File: src/rtl/genesis_bram_pkg.sv
// Shared types and sizing for the backup-RAM save/load controller.
package genesis_bram_pkg;

    typedef enum logic {
        IDLE   = 1'b0,
        ACTIVE = 1'b1
    } state_t;

    localparam int unsigned SECTORS_DEFAULT = 128;
    localparam int unsigned SECTOR_BYTES    = 512;
    localparam int unsigned LBA_BITS        = 32;

    // Sector-counter width; never narrower than one bit.
    function automatic int unsigned lba_width(input int unsigned sectors);
        return (sectors > 1) ? $clog2(sectors) : 1;
    endfunction

endpackage

File: src/rtl/edge_det.sv
// Rise/fall detector. The history register always tracks its input, so
// during reset it loads the live value and an input already high is no edge.
module edge_det (
    input  logic clk,
    input  logic reset,
    input  logic d,
    output logic rise_c,
    output logic fall_c
);

    logic q;

    always_ff @(posedge clk) begin
        if (reset) begin
            q <= d;
        end else begin
            q <= d;
        end
    end

    assign rise_c = d & ~q;
    assign fall_c = ~d & q;

endmodule

File: src/rtl/bram_save_ctrl.sv
// Backup-RAM save/load sequencer: moves SECTORS sectors between console
// backup RAM and the mounted save image through the HPS sector interface.
module bram_save_ctrl
    import genesis_bram_pkg::*;
#(
    parameter int unsigned SECTORS = SECTORS_DEFAULT
) (
    input  logic        clk_sys,
    input  logic        reset,
    input  logic        downloading,
    input  logic        img_mounted,
    input  logic        img_readonly,
    input  logic [63:0] img_size,
    input  logic        osd_status,
    input  logic        autosave,
    input  logic        load_req,
    input  logic        save_req,
    input  logic        bram_change,
    input  logic        sd_ack,
    output logic [31:0] sd_lba,
    output logic        sd_rd,
    output logic        sd_wr,
    output logic        bk_ena,
    output logic        bk_loading,
    output logic        bk_busy,
    output logic        sav_pending
);

    localparam int unsigned LBA_W = lba_width(SECTORS);
    localparam logic [LBA_W-1:0] LAST_LBA = LBA_W'(SECTORS - 1);

    state_t           state;
    logic [LBA_W-1:0] lba;

    logic save_src_c;
    logic load_rise_c, load_fall_c;
    logic save_rise_c, save_fall_c;
    logic dl_rise_c, dl_fall_c;
    logic ack_rise_c, ack_fall_c;
    logic load_trig_c, save_trig_c;
    logic unused_c;

    assign save_src_c = save_req | (sav_pending & osd_status & autosave);

    edge_det u_load_edge (
        .clk    (clk_sys),
        .reset  (reset),
        .d      (load_req),
        .rise_c (load_rise_c),
        .fall_c (load_fall_c)
    );

    edge_det u_save_edge (
        .clk    (clk_sys),
        .reset  (reset),
        .d      (save_src_c),
        .rise_c (save_rise_c),
        .fall_c (save_fall_c)
    );

    edge_det u_dl_edge (
        .clk    (clk_sys),
        .reset  (reset),
        .d      (downloading),
        .rise_c (dl_rise_c),
        .fall_c (dl_fall_c)
    );

    edge_det u_ack_edge (
        .clk    (clk_sys),
        .reset  (reset),
        .d      (sd_ack),
        .rise_c (ack_rise_c),
        .fall_c (ack_fall_c)
    );

    assign unused_c = load_fall_c ^ save_fall_c;

    // A finished ROM download reloads the save image into backup RAM.
    assign load_trig_c = load_rise_c | (dl_fall_c & bk_ena);
    assign save_trig_c = save_rise_c;

    assign sd_lba = LBA_BITS'(lba);

    // Save image validity: a new download invalidates, a writable mount validates.
    always_ff @(posedge clk_sys) begin
        if (reset) begin
            bk_ena <= 1'b0;
        end else if (downloading && img_mounted && (img_size != 64'd0) && !img_readonly) begin
            bk_ena <= 1'b1;
        end else if (dl_rise_c) begin
            bk_ena <= 1'b0;
        end
    end

    // Console writes outside the OSD mark the image dirty; any transfer cleans it.
    always_ff @(posedge clk_sys) begin
        if (reset) begin
            sav_pending <= 1'b0;
        end else if (bram_change && !osd_status) begin
            sav_pending <= 1'b1;
        end else if (bk_busy) begin
            sav_pending <= 1'b0;
        end
    end

    always_ff @(posedge clk_sys) begin
        if (reset) begin
            state      <= IDLE;
            lba        <= '0;
            sd_rd      <= 1'b0;
            sd_wr      <= 1'b0;
            bk_loading <= 1'b0;
            bk_busy    <= 1'b0;
        end else begin
            case (state)
                IDLE: begin
                    // Load wins when both triggers land together.
                    if (bk_ena && (load_trig_c || save_trig_c)) begin
                        state      <= ACTIVE;
                        bk_busy    <= 1'b1;
                        lba        <= '0;
                        bk_loading <= load_trig_c;
                        sd_rd      <= load_trig_c;
                        sd_wr      <= ~load_trig_c;
                    end
                end
                ACTIVE: begin
                    if (ack_rise_c) begin
                        sd_rd <= 1'b0;
                        sd_wr <= 1'b0;
                    end else if (ack_fall_c) begin
                        if (lba == LAST_LBA) begin
                            state      <= IDLE;
                            bk_busy    <= 1'b0;
                            bk_loading <= 1'b0;
                        end else begin
                            lba   <= lba + LBA_W'(1);
                            sd_rd <= bk_loading;
                            sd_wr <= ~bk_loading;
                        end
                    end
                end
                default: begin
                    state <= IDLE;
                end
            endcase
        end
    end

    a_rd_wr_excl: assert property (@(posedge clk_sys) disable iff (reset)
        !(sd_rd && sd_wr));

    a_idle_quiet: assert property (@(posedge clk_sys) disable iff (reset)
        (state == IDLE) |-> !(sd_rd || sd_wr));

endmodule

File: config.mk
export PLATFORM = sky130hd
export DESIGN_NAME = bram_save_ctrl
export DESIGN_NICKNAME = d
export VERILOG_FILES = /design/src/rtl/genesis_bram_pkg.sv /design/src/rtl/edge_det.sv /design/src/rtl/bram_save_ctrl.sv
export SDC_FILE = /design/constraint.sdc
export NUM_CORES = 1
export LEC_CHECK = 0
export ABC_AREA = 1
export BUFFER_PORTS_ARGS = -buffer_cell sky130_fd_sc_hd__buf_2
export CORE_ASPECT_RATIO = 1.75
export CORE_MARGIN = 2
export CORE_UTILIZATION = 35
export DETAILED_ROUTE_END_ITERATION = 8
export GPL_ROUTABILITY_DRIVEN = 0
export PLACE_DENSITY = 0.85
export SYNTH_ARGS = -nofsm -noshare
export SYNTH_HDL_FRONTEND = slang
export SYNTH_HIERARCHICAL = 1
export SYNTH_SLANG_ARGS = --single-unit
File: constraint.sdc
create_clock -name clk_sys -period 1.4 [get_ports clk_sys]
set_clock_uncertainty 0.15 [all_clocks]
set_input_delay 0.14 -clock clk_sys [delete_from_list [all_inputs] [get_ports clk_sys]]
set_output_delay 0.14 -clock clk_sys [all_outputs]
set_load 0.005 [all_outputs]
* Word-level counts from Yosys, hierarchy flattened
Cells that the tools add are included.
** Storage, ports and cells
- Register bits after elaboration :: 18
** Cells by class
- Bitwise logic cells :: 20
- Add/subtract/negate cells :: 1
- Reduce and logical (&&, ||, !) cells :: 14
- Equality and inequality tests :: 8
- Muxes and demuxes :: 30
** Operators by type and width (number)
- $reduce_bool A64 Y1 :: 1
- $mux W7 :: 4
- $mux W1 :: 20
- $pmux W7 S2 :: 1
- $pmux W1 S2 :: 5
- $and A1 B1 Y1 :: 9
- $not A1 Y1 :: 9
- $reduce_and A4 Y1 :: 2
- $add A7 B1 Y7 const B :: 1
- $eq A7 B7 Y1 const B :: 1
- $ne A2 B2 Y1 const B :: 3
- $logic_and A1 B1 Y1 :: 5
- $ne A2 B1 Y1 const B :: 2
- $reduce_bool A2 Y1 :: 2
- $ne A3 B1 Y1 const B :: 1
- $ne A3 B3 Y1 const B :: 1
- $reduce_and A3 Y1 :: 1
- $logic_not A1 Y1 :: 2
- $or A1 B1 Y1 :: 2
- $logic_or A1 B1 Y1 :: 1

* Logic depth before layout (Yosys ltp)
- Word-level depth :: 8
- Mapped depth :: 10
- Depth with buffers taken out :: 10

* By module
The synthesis kept the hierarchy.
** By module, submodules not included
- bram_save_ctrl :: instances 1, sequential area each 280.3 sq um, area each 1207.4 sq um, cells an instance 193
- edge_det :: instances 4, sequential area each 20.0 sq um, area each 35.0 sq um, cells an instance 5

* Worst setup path after synthesis
Ideal clock, no wire load.
- Kind :: flip-flop to flip-flop
- Start :: reg sav_pending
- End :: reg lba[2]
- Buffers on the path :: 0
- Library setup time :: 0.115 ns
- Cell stages (with the launch flop) :: 11
- Arrival :: 1.183 ns
- Required time :: 1.135 ns
- Path slack :: -0.048 ns
- Path through :: dfxtp_1 -> a31o_2 -> inv_1 -> nor2_1 -> inv_1 -> nand2_2 -> nand3_2 -> nand2_8 -> nand3_1 -> nand3_1 -> nor2_1
** On the way
- Cells in the longest elaborated chain, start to end :: 8
** RTL lines
- from (decl) :: RTL line bram_save_ctrl.sv:26 : output logic sav_pending
- from (signal assigned) :: RTL line bram_save_ctrl.sv:99 : sav_pending <= 1'b0;
- from (signal assigned) :: RTL line bram_save_ctrl.sv:101 : sav_pending <= 1'b1;
- from (signal assigned) :: RTL line bram_save_ctrl.sv:103 : sav_pending <= 1'b0;
- $and A1 B1 Y1 (2 in a row) :: RTL line bram_save_ctrl.sv:43 : assign save_src_c = save_req | (sav_pending & osd_status & autosave);
- $or A1 B1 Y1 :: RTL line bram_save_ctrl.sv:43
- named net save_src_c :: RTL line bram_save_ctrl.sv:35 : logic save_src_c;
- $and A1 B1 Y1 :: RTL line edge_det.sv:21 : assign rise_c = d & ~q;
- named net save_rise_c :: RTL line bram_save_ctrl.sv:37 : logic save_rise_c, save_fall_c;
- $logic_or A1 B1 Y1 :: RTL line bram_save_ctrl.sv:119 : if (bk_ena && (load_trig_c || save_trig_c)) begin
- $logic_and A1 B1 Y1 :: RTL line bram_save_ctrl.sv:119
- $ne A2 B2 Y1 (no source line)
- $reduce_and A4 Y1 (no source line)
- to (signal assigned) :: RTL line bram_save_ctrl.sv:138 : lba <= lba + LBA_W'(1);
- to (decl) :: RTL line bram_save_ctrl.sv:33 : logic [LBA_W-1:0] lba;
The timed path passes the listed nets, and every way through them passes these cells.
A chain may end at the register's enable or synchronous reset.

* Worst setup path after layout
- Start :: reg lba[1]
- End :: reg lba[2]
** On the way
- Cells in the longest elaborated chain, start to end :: 5
** RTL lines
- $add A7 B1 Y7 :: RTL line bram_save_ctrl.sv:138
- $mux W7 :: RTL line bram_save_ctrl.sv:133 : if (lba == LAST_LBA) begin
- $mux W7 :: RTL line bram_save_ctrl.sv:132 : end else if (ack_fall_c) begin
- $mux W7 :: RTL line bram_save_ctrl.sv:129 : if (ack_rise_c) begin
- $pmux W7 S2 :: RTL line bram_save_ctrl.sv:116 : case (state)
Several ways; a longest one is shown, not always the timed one. The select of a mux whose other input is x is not followed.

==> results_dict.tcl <==
set metrics [dict create \
    diodes 0 \
    die_h_um 85.6 \
    violations "negative hold slack, negative setup slack" \
    syn_to_final_growth_pct 54.9 \
    initial_utilization 0.367 \
    p_clk_frac 0.347 \
    swShare 0.264 \
    post-route-min-period_ns 1.45 \
    ant_nets 0 \
    postPlaceCellArea_um2 1850 \
    drv_slew 0 \
    grt_usage 0.178 \
    yosysWarnings 6 \
    crit_fanout 5 \
    cts_tree "built" \
    mostFrequentLayoutCell "buf_2" \
    setup_viol 10 \
    routed_wl_um 4080 \
    drc 0 \
    dpl.hpwl_um 3170 \
    endpoint_kind "register" \
    maxCapViolCount 0 \
    holdPathStages 4 \
    cts_buffers 3 \
    grt_pass1_wl_um 5990 \
    hold_path_class "in2reg" \
    grt_max_degree 11 \
    port_buffers 87 \
    htreeDepth 1 \
    num_vias 1655 \
    clkTransAtPathRegs_ns 0.07 \
    rows 29 \
    arrival_ns 1.45 \
    clk_latency_ns 0.26 \
    required_ns 1.40 \
    syn_inst 209 \
    reg2reg_depth 9 \
    p_switching_uw 330 \
    fin_ws_ns -0.0538 \
    cts_sinks 18 \
    synth.avg_cell_area_um2 6.38 \
    fin_tns_setup_ns -0.311 \
    nets 398 \
    finalCritPeriodShare 1.04 \
    clockBufferDepth 2 \
    combPwrFrac 0.223 \
    grt_pass1_vias 1544 \
    dr.pass1.iters 4 \
    wl_per_cell_um 11.1 \
    start_kind "register" \
    overflow 0 \
    design_area_um2 2060 \
    max_freq_ghz 0.688 \
    die-area_um2 4340 \
    preCtsSetupSlack_ns -0.0796 \
    layout_common_cells "buf_2 (87), nor2_1 (57), nand2_1 (43)" \
    leakage_uw 0.00110 \
    core_area_um2 3630 \
    vias_per_cell 4.51 \
    netlist_area_um2 1330 \
    internal_power_uw 922 \
    rsz0062_at_grt "yes" \
    root_buffer "clkbuf_8" \
    chipWidth_um 50.6 \
    ios 113 \
    hold_viol 1 \
    status "finished, violations left" \
    critPathKind "reg2reg" \
    first_iter_violations 36 \
    drive_above_1_share 0.458 \
    hold_ws_ns -0.00544 \
    vdd_drop_max_uv 388 \
    seq_power_share 0.430 \
    antenna_found_initial 0 \
    p_per_area_nw_per_um2 606 \
]
## flip-flops by register name, summed over array words and instances (netlist names)
| name | cells |
|---|---|
| lba | 7 |
| bk_busy | 1 |
| bk_ena | 1 |
| bk_loading | 1 |
| sav_pending | 1 |
| sd_rd | 1 |
| sd_wr | 1 |
| state | 1 |
| u_ack_edge/q | 1 |
| u_dl_edge/q | 1 |
| u_load_edge/q | 1 |
| u_save_edge/q | 1 |
## repair_timing
action / 4_1_cts / 5_1_grt
cloned: 1 / 0
endpoints found under the setup margin: 12 / 12
buffers inserted: 2 / 0
endpoints found under the hold margin: 5 / 0
gates resized for setup: 15 / 10
pin swaps: 6 / 6
hold buffers: 5 / 0
## power by group through the flow
stage               logic (µW)  registers (µW)  clock network [µW]
global route               312             540                 456
global placement           247             548                   0
CTS                        274             539                 440
finish                     279             539                 434
detailed placement         253             549                   0
floorplan                  156             550                   0
## worst paths after layout
path,start,slack (ns),end
min reg2reg,sd_wr,0.32,sd_wr
min,img_readonly,-0.005,bk_ena
max,lba[1],-0.05,lba[2]
max reg2reg,lba[1],-0.05,lba[2]
## metal layers
metal,GRT usage,up-vias,share of wire
li1,-,825,-
met3,0.0244,20,0.084
met5,0,-,0
met4,0.103,0,0.043
met1,0.160,706,0.32
met2,0.358,104,0.55
## through the flow
| step | std cells | hold WS, ns | power (µW) | utilization |
|---|---|---|---|---|
| after global routing | 367 | 0.0421 | 1310 | 0.569 |
| final | 367 | -0.00544 | 1250 | 0.569 |
| after detailed placement | 355 | 0.111 | 803 | 0.510 |
| after floorplan | 233 | 0.0177 | 706 | - |
| after CTS | 367 | 0.00371 | 1250 | 0.561 |
| after global placement | 355 | 0.113 | 795 | 0.510 |
## final cells by class
cell class                      instances  area [µm²]
Fill cell                             360        1560
Multi-Input combinational cell        174         906
Timing Repair Buffer                  109         613
Sequential cell                        18         365
Inverter                               16        67.6
Tap cell                               46        57.6
Clock buffer                            4        55.1
## critical path, cell delays in order, from the launching register on
cell	delay (ns)
dfxtp_2	0.34
ha_4	0.17
nand3_4	0.10
inv_4	0.05
nand2_4	0.08
nand3_4	0.12
nand2_8	0.13
nand3_2	0.08
nand3_2	0.08
nor2_1	0.04
No activity file was read; power rests on OpenSTA's default activity.
